## src/rtl/bounce_decoder_pkg.sv

```systemverilog
// Shared types for the light-bar monitors: FSM states and
// pattern classes produced by the one-hot classifier.
package bounce_decoder_pkg;

    typedef enum logic [1:0] {
        S_EMPTY   = 2'd0,
        S_ACQUIRE = 2'd1,
        S_TRACK   = 2'd2,
        S_ERROR   = 2'd3
    } state_t;

    typedef enum logic [1:0] {
        C_ZERO  = 2'd0,
        C_ONE   = 2'd1,
        C_MULTI = 2'd2
    } pclass_t;

endpackage

```

## src/rtl/bounce_decoder_onehot_enc.sv

```systemverilog
// Combinational pattern classifier: ZERO / ONE / MULTI plus the
// binary index of the lit bit (meaningful only for ONE).
module onehot_enc
    import bounce_decoder_pkg::*;
#(
    parameter  int N_BIT = 4,
    localparam int POS_W = $clog2(N_BIT)
) (
    input  logic [N_BIT-1:0] pin,
    output pclass_t          cls,
    output logic [POS_W-1:0] idx
);

    logic seen;
    logic multi;

    always_comb begin
        seen  = 1'b0;
        multi = 1'b0;
        idx   = '0;
        for (int i = 0; i < N_BIT; i++) begin
            if (pin[i]) begin
                if (seen) multi = 1'b1;
                seen = 1'b1;
                idx  = POS_W'(i);
            end
        end
    end

    always_comb begin
        cls = C_ZERO;
        if (multi)     cls = C_MULTI;
        else if (seen) cls = C_ONE;
    end

endmodule

```

## src/rtl/bounce_decoder.sv

```systemverilog
// Receive-side monitor for the bouncing light bar: tracks the lit
// position and direction, counts end bounces, flags illegal steps.
module bounce_decoder
    import bounce_decoder_pkg::*;
#(
    parameter  int N_BIT = 4,
    parameter  int CNT_W = 8,
    localparam int POS_W = $clog2(N_BIT)
) (
    input  logic             clk,
    input  logic             rst_n,
    input  logic             en,
    input  logic [N_BIT-1:0] pin,
    input  logic             clr_err,
    output logic [POS_W-1:0] pos,
    output logic             dir,
    output logic             valid,
    output logic             bounce,
    output logic [CNT_W-1:0] bounce_cnt,
    output logic             err
);

    state_t           state_q, state_d;
    logic [N_BIT-1:0] prev_q, prev_d;
    logic [POS_W-1:0] pos_q, pos_d;
    logic             dir_q, dir_d;
    logic             bounce_q, bounce_d;
    logic [CNT_W-1:0] cnt_q, cnt_d;

    pclass_t          cls;
    logic [POS_W-1:0] idx;

    onehot_enc #(.N_BIT(N_BIT)) u_enc (
        .pin (pin),
        .cls (cls),
        .idx (idx)
    );

    logic [N_BIT-1:0] shl, shr;
    logic is_one, is_zero;
    logic hold, up, down;
    logic fwd, back, at_end;

    // Logical shifts: stepping off either end yields zero, never ONE.
    assign shl     = prev_q << 1;
    assign shr     = prev_q >> 1;
    assign is_one  = (cls == C_ONE);
    assign is_zero = (cls == C_ZERO);
    assign hold    = is_one && (pin == prev_q);
    assign up      = is_one && (pin == shl);
    assign down    = is_one && (pin == shr);
    assign fwd     = dir_q ? up : down;
    assign back    = dir_q ? down : up;
    assign at_end  = dir_q ? prev_q[N_BIT-1] : prev_q[0];

    always_comb begin
        state_d  = state_q;
        prev_d   = prev_q;
        pos_d    = pos_q;
        dir_d    = dir_q;
        bounce_d = 1'b0;
        cnt_d    = cnt_q;
        if (clr_err) begin
            state_d = S_EMPTY;
            prev_d  = '0;
        end else if (en) begin
            unique case (state_q)
                S_EMPTY: begin
                    unique case (cls)
                        C_ZERO: ;
                        C_ONE: begin
                            state_d = S_ACQUIRE;
                            prev_d  = pin;
                            pos_d   = idx;
                        end
                        default: state_d = S_ERROR;
                    endcase
                end
                S_ACQUIRE: begin
                    unique case (1'b1)
                        is_zero: state_d = S_EMPTY;
                        hold: ;
                        up: begin
                            state_d = S_TRACK;
                            dir_d   = 1'b1;
                            prev_d  = pin;
                            pos_d   = idx;
                        end
                        down: begin
                            state_d = S_TRACK;
                            dir_d   = 1'b0;
                            prev_d  = pin;
                            pos_d   = idx;
                        end
                        default: state_d = S_ERROR;
                    endcase
                end
                S_TRACK: begin
                    unique case (1'b1)
                        is_zero: state_d = S_EMPTY;
                        hold: ;
                        fwd: begin
                            prev_d = pin;
                            pos_d  = idx;
                        end
                        (back && at_end): begin
                            prev_d   = pin;
                            pos_d    = idx;
                            dir_d    = ~dir_q;
                            bounce_d = 1'b1;
                            cnt_d    = cnt_q + CNT_W'(1);
                        end
                        default: state_d = S_ERROR;
                    endcase
                end
                S_ERROR: ;
            endcase
        end
    end

    always_ff @(posedge clk or negedge rst_n) begin
        if (!rst_n) begin
            state_q  <= S_EMPTY;
            prev_q   <= '0;
            pos_q    <= '0;
            dir_q    <= 1'b0;
            bounce_q <= 1'b0;
            cnt_q    <= '0;
        end else begin
            state_q  <= state_d;
            prev_q   <= prev_d;
            pos_q    <= pos_d;
            dir_q    <= dir_d;
            bounce_q <= bounce_d;
            cnt_q    <= cnt_d;
        end
    end

    assign pos        = pos_q;
    assign dir        = dir_q;
    assign valid      = (state_q == S_TRACK);
    assign bounce     = bounce_q;
    assign bounce_cnt = cnt_q;
    assign err        = (state_q == S_ERROR);

endmodule
```

## config.mk

```make
export PLATFORM = sky130hd
export DESIGN_NAME = bounce_decoder
export DESIGN_NICKNAME = d
export VERILOG_FILES = /design/src/rtl/bounce_decoder_pkg.sv /design/src/rtl/bounce_decoder_onehot_enc.sv /design/src/rtl/bounce_decoder.sv
export SDC_FILE = /design/constraint.sdc
export NUM_CORES = 1
export LEC_CHECK = 0
export CAP_MARGIN = 20
export CORE_ASPECT_RATIO = 0.8
export CORE_MARGIN = 5
export CORE_UTILIZATION = 52
export CTS_CLUSTER_SIZE = 8
export DETAILED_ROUTE_END_ITERATION = 8
export GPL_TIMING_DRIVEN = 0
export PLACE_DENSITY = 0.85
export REMOVE_ABC_BUFFERS = 1
export SKIP_LAST_GASP = 1
export SLEW_MARGIN = 20
export SYNTH_ARGS = -nofsm -noshare
export SYNTH_HDL_FRONTEND = slang
export SYNTH_SLANG_ARGS = --single-unit
```

## constraint.sdc

```tcl
create_clock -name clk -period 2.5 [get_ports clk]
set_clock_uncertainty 0.15 [all_clocks]
set_input_delay 0.625 -clock clk [delete_from_list [all_inputs] [get_ports clk]]
set_output_delay 0.625 -clock clk [all_outputs]
set_load 0.01 [all_outputs]
```

==> qor.csv, run 1 <==
stage;metric;value;unit
synthesis;post-synthesis cell type count;39;
worst_setup_path;CP Class;reg2out;
power;sequential cell fraction of total power;0.378;
detailed_routing;total routed wirelength;3030;um
power;pwr dens;652;nW/um2
layout;share of post-route cells with drive strength above 1;0.161;
placement;dpl hpwl;2200;um
floorplan;chip height;53.9;um
detailed_routing;drt wl/cell;17.4;um
global_routing;antenna violations before repair;0;
worst_setup_path;worst reg-to-reg setup slack;0.26;ns
layout;area grow syn2layout;22.2;%
floorplan;core area;2230;um2
power;internal power;614;uW
power;Worst VDD drop;461;uV
power;Sw Ratio;0.385;
synthesis;#FFs+latches synth;18;
placement;placed instance area;1460;um2
flow_run;number of max-cap violations;0;
synthesis;syn_area_per_cell;9.94;um2
power;total power;998;uW
floorplan;Site Rows;15;
power;Psw;384;uW
clock_network;clock root buffer;clkbuf_4;
clock_network;hold-fix buffers at CTS;0;
clock_network;Worst-path clk slew;0.10;ns
detailed_routing;DR iter-0 viols;72;
outcome;outcome;complete, no violations;
layout;most common cell after layout, fill and taps aside;dfrtp_1;
worst_setup_path;Setup crit start kind;flip-flop;
clock_network;CTS tree;yes;
timing;Setup TNS;0;ns
floorplan;Horiz. Die Dim;64.9;um
detailed_routing;via density per instance;6.02;
placement;gpl congestion;0.897;
timing;Final Cycle Share;0.963;
clock_network;TritonCTS Buffers;3;
floorplan;IO Pins;22;
layout;most frequent cells in the layout;18 x dfrtp_1, 17 x clkdlybuf4s50_1, 11 x xor2_1;
worst_setup_path;crit-path max FO;10;
timing;Hold Vio Cnt, Final;0;
layout;diode count;0;
timing;# setup viols final;0;
global_routing;largest net degree at the start of global routing;19;
detailed_routing;DRT Pass-1 Iters;4;
layout;fin nets;163;
clock_network;number of H-tree levels;1;
worst_setup_path;critical path required time;1.73;ns
floorplan;die area;3500;um2
clock_network;clk sink count;18;
global_routing;first-pass GRT wire length;5090;um
synthesis;Yosys warning count;0;
placement;# port buffers;21;
synthesis;Post-Synthesis Cells;126;
synthesis;Syn Std Cell Area;1250;um2
timing;Final min period;2.41;ns
layout;fin area;1530;um2
timing;RSZ-0062 raised after global routing;false;
worst_setup_path;CP endpoint kind;output pin;
hold_path;Hold Crit Class;reg2reg;
detailed_routing;Final ANT Viol Nets;0;
detailed_routing;DRC errors left;0;
power;P_leak;0.000694;uW
synthesis;post-synthesis sequential area ratio;0.360;
timing;Slew HR;0.485;
global_routing;number of global-route vias before repair;1095;
power;power share of the clock group;0.179;
timing;fmax;415;MHz
worst_setup_path;CP arrival;1.63;ns
detailed_routing;via count;1047;
clock_network;clk_lat worst skew;0.30;ns
power;combinational power share;0.443;
global_routing;all-layer global routing usage;0.194;
timing;setup ws final;0.0929;ns
timing;fin. max-slew vios;0;
floorplan;Starting Density;0.561;
timing;worst slew pin tran;0.770;ns
clock_network;Max clock buf depth;2;
placement;post-placement setup slack;-0.803;ns
global_routing;total grt overflow;0;
==> area by class of cell <==
class	instances	area, um2
Inverter	8	30.0
Multi-Input combinational cell	95	763
Tap cell	25	31.3
Fill cell	171	703
Timing Repair Buffer	24	219
Sequential cell	18	450
Clock buffer	4	36.3
==> power groups by stage <==
stage / clock network (uW) / logic, uW / registers, uW
finish: 179 / 442 / 377
global placement: 0 / 397 / 373
CTS: 184 / 431 / 373
floorplan: 0 / 261 / 378
global route: 192 / 488 / 383
detailed placement: 0 / 417 / 379
==> per-layer routing <==
| layer | track usage | routed length [um] | up-vias |
|---|---|---|---|
| met5 | 0 | 0 | - |
| li1 | - | - | 495 |
| met3 | 0.0418 | 166 | 8 |
| met1 | 0.230 | 1300 | 499 |
| met4 | 0.105 | 60 | 0 |
| met2 | 0.334 | 1500 | 45 |
==> what timing repair did <==
item,CTS,global route
endpoints found under the hold margin,0,0
resized for setup,14,5
pin swaps,2,4
buffers inserted,2,1
cloned,0,0
setup endpoints to repair,19,16
==> flip-flops by register name, summed over array words and instances, names as in the netlist <==
| register | count |
|---|---|
| prev_q | 4 |
| dir | 1 |
| pos | 2 |
| bounce | 1 |
| state_q | 2 |
| bounce_cnt | 8 |
==> synthesized netlist by cell type (all sizes together) <==
cell type	number	area, um2
a211oi	1	7.51
a21boi	1	7.51
a21oi	4	20.0
a32oi	1	8.76
a41oi	1	8.76
and3	2	12.5
buf	4	35.0
clkbuf	1	3.75
dfrtp	18	450
ha	5	62.6
inv	8	30.0
mux2	1	11.3
mux2i	7	70.1
nand2	10	40.0
nand2b	2	12.5
nand3b	1	7.51
nand4	5	31.3
nor2	10	37.5
nor2b	3	18.8
nor3	2	21.3
nor4	4	37.5
o2111ai	2	17.5
o211a	1	10.0
o211ai	3	27.5
o21ai	3	15.0
o22ai	1	12.5
o31ai	4	43.8
o41ai	2	25.0
or3b	1	8.76
xnor2	7	61.3
xor2	11	96.3
==> worst max-delay path, stage by stage, from the launching register on <==
cell and delay (ns):
dfrtp_1 0.43, inv_1 0.14, ha_4 0.21, clkdlybuf4s50_1 0.55
==> logic make-up after synthesis <==
group,after synthesis,share of synthesized area
muxes,8,0.0649
adders and majority gates,5,0.0500
buffers and inverters,13,0.0549
and+or+nand+nor,40,0.182
AOI/OAI and AO/OA,24,0.163
DFF,18,0.360
xor gates and xnor gates,18,0.126
==> through the flow <==
stage | cells | hold WS [ns] | util
detailed placement | 167 | 0.326 | 0.652
global placement | 167 | 0.310 | 0.652
floorplan | 121 | 0.179 | -
global route | 174 | 0.351 | 0.685
finish | 174 | 0.335 | 0.685
CTS | 173 | 0.342 | 0.685
==> path summary, 6_finish.rpt <==
| kind | start | to | cells past startpoint |
|---|---|---|---|
| worst min register to register | bounce_cnt[7] | bounce_cnt[7] | 1 |
| worst min-delay path | bounce_cnt[7] | bounce_cnt[7] | 1 |
| max in group asynchronous | rst_n | bounce_cnt[3] | 1 |
| worst max register to register | prev_q[3] | bounce_cnt[1] | 7 |
| worst max-delay path | state_q[0] | valid | 3 |
| min in group asynchronous | rst_n | bounce | 1 |
No activity file was read; power rests on OpenSTA's default activity.
==> run 2, diff against run 1 <==
GPL_TIMING_DRIVEN = not set   (was 0)
==> qor.csv, run 2 (same netlist as run 1, synthesis figures left out) <==
stage;metric;value;unit
outcome;outcome;complete, no violations;
worst_setup_path;critical path required time;1.73;ns
floorplan;Horiz. Die Dim;64.9;um
placement;# port buffers;21;
layout;diode count;0;
floorplan;Site Rows;15;
timing;fin. max-slew vios;0;
timing;Slew HR;0.602;
detailed_routing;DRC errors left;0;
layout;fin area;1680;um2
global_routing;antenna violations before repair;0;
placement;post-placement setup slack;-0.507;ns
clock_network;number of H-tree levels;1;
global_routing;largest net degree at the start of global routing;19;
timing;Final Cycle Share;0.958;
placement;dpl hpwl;2510;um
floorplan;chip height;53.9;um
timing;RSZ-0062 raised after global routing;false;
power;P_leak;0.000794;uW
floorplan;IO Pins;22;
power;pwr dens;613;nW/um2
layout;most frequent cells in the layout;22 x buf_4, 18 x dfrtp_1, 17 x clkdlybuf4s50_1;
layout;max FFs per register;8;
detailed_routing;drt wl/cell;16.2;um
timing;fmax;418;MHz
timing;Hold Vio Cnt, Final;0;
worst_setup_path;CP arrival;1.62;ns
clock_network;Worst-path clk slew;0.10;ns
detailed_routing;Final ANT Viol Nets;0;
layout;most common cell after layout, fill and taps aside;buf_4;
clock_network;postcts setup bufs;0;
detailed_routing;via count;1141;
power;Worst VDD drop;505;uV
clock_network;clk sink count;18;
hold_path;Hold Crit Class;reg2reg;
worst_setup_path;worst reg-to-reg setup slack;0.28;ns
flow_run;number of max-cap violations;0;
clock_network;CTS tree;yes;
layout;share of post-route cells with drive strength above 1;0.232;
global_routing;first-pass GRT wire length;5330;um
clock_network;Max clock buf depth;2;
detailed_routing;via density per instance;5.91;
timing;Final min period;2.39;ns
layout;fin nets;182;
placement;gpl congestion;0.961;
power;total power;1030;uW
placement;placed instance area;1620;um2
timing;# setup viols final;0;
detailed_routing;DRT Pass-1 Iters;4;
clock_network;TritonCTS Buffers;3;
floorplan;core area;2230;um2
timing;WHS;0.324;ns
worst_setup_path;Setup crit start kind;flip-flop;
floorplan;die area;3500;um2
global_routing;number of global-route vias before repair;1116;
timing;Setup TNS;0;ns
timing;worst slew pin tran;0.591;ns
clock_network;clock root buffer;clkbuf_4;
layout;area grow syn2layout;33.9;%
global_routing;total grt overflow;0;
clock_network;hold-fix buffers at CTS;0;
worst_setup_path;CP endpoint kind;output pin;
worst_setup_path;CP Class;reg2out;
timing;setup ws final;0.106;ns
global_routing;all-layer global routing usage;0.200;
clock_network;clk_lat worst skew;0.29;ns
worst_setup_path;crit-path max FO;6;
detailed_routing;total routed wirelength;3130;um
floorplan;Starting Density;0.561;
detailed_routing;DR iter-0 viols;111;
run 2: final cells by class:
| cell class | instances | area (um2) |
|---|---|---|
| sequential | 18 | 450 |
| clock buffer | 4 | 36.3 |
| tap | 25 | 31.3 |
| multi-input combinational | 95 | 758 |
| fill | 158 | 557 |
| inverter | 8 | 30.0 |
| timing repair buffer | 43 | 370 |
run 2: worst max-delay path: stages (launching register included):
cell             delay [ns]
dfrtp_1                0.43
inv_1                  0.10
ha_2                   0.24
clkdlybuf4s50_1        0.55
run 2: metrics by stage:
step	util	cells
6_report	0.751	193
5_1_grt	0.751	193
4_1_cts	0.746	193
3_5_place_dp	0.725	189
3_3_place_gp	0.725	189
2_1_floorplan	-	121
run 2: routing by layer:
metal  GRT usage  wire, um  vias up
li1            -         -      536
met2       0.351      1550       42
met1       0.253      1370      557
met4      0.0526        34        0
met5           0         0        -
met3      0.0418       174        6
run 2: where the power goes:
group | switching, uW | internal, uW
Clock | 88.8 | 88.8
Sequential | 44.6 | 329
Combinational | 260 | 217
Total | 393 | 634
run 2: path summary, 6_finish.rpt:
kind,from,end,depth (start not counted)
setup / recovery,state_q[0],valid,3
hold / removal,bounce_cnt[7],bounce_cnt[7],1
setup reg to reg,prev_q[3],prev_q[1],7
hold reg to reg,bounce_cnt[7],bounce_cnt[7],1
max in group asynchronous,rst_n,bounce_cnt[4],2
min in group asynchronous,rst_n,bounce_cnt[7],2
run 2: repair_timing:
action,CTS,global route
resized for setup,6,2
setup endpoints to repair,10,2
pin swaps,2,0
==> run 3, diff against run 2 <==
SLEW_MARGIN = 30   (was 20)
==> results of run 3 <==
Final layout, timing and power as in run 2 (identical DEF).
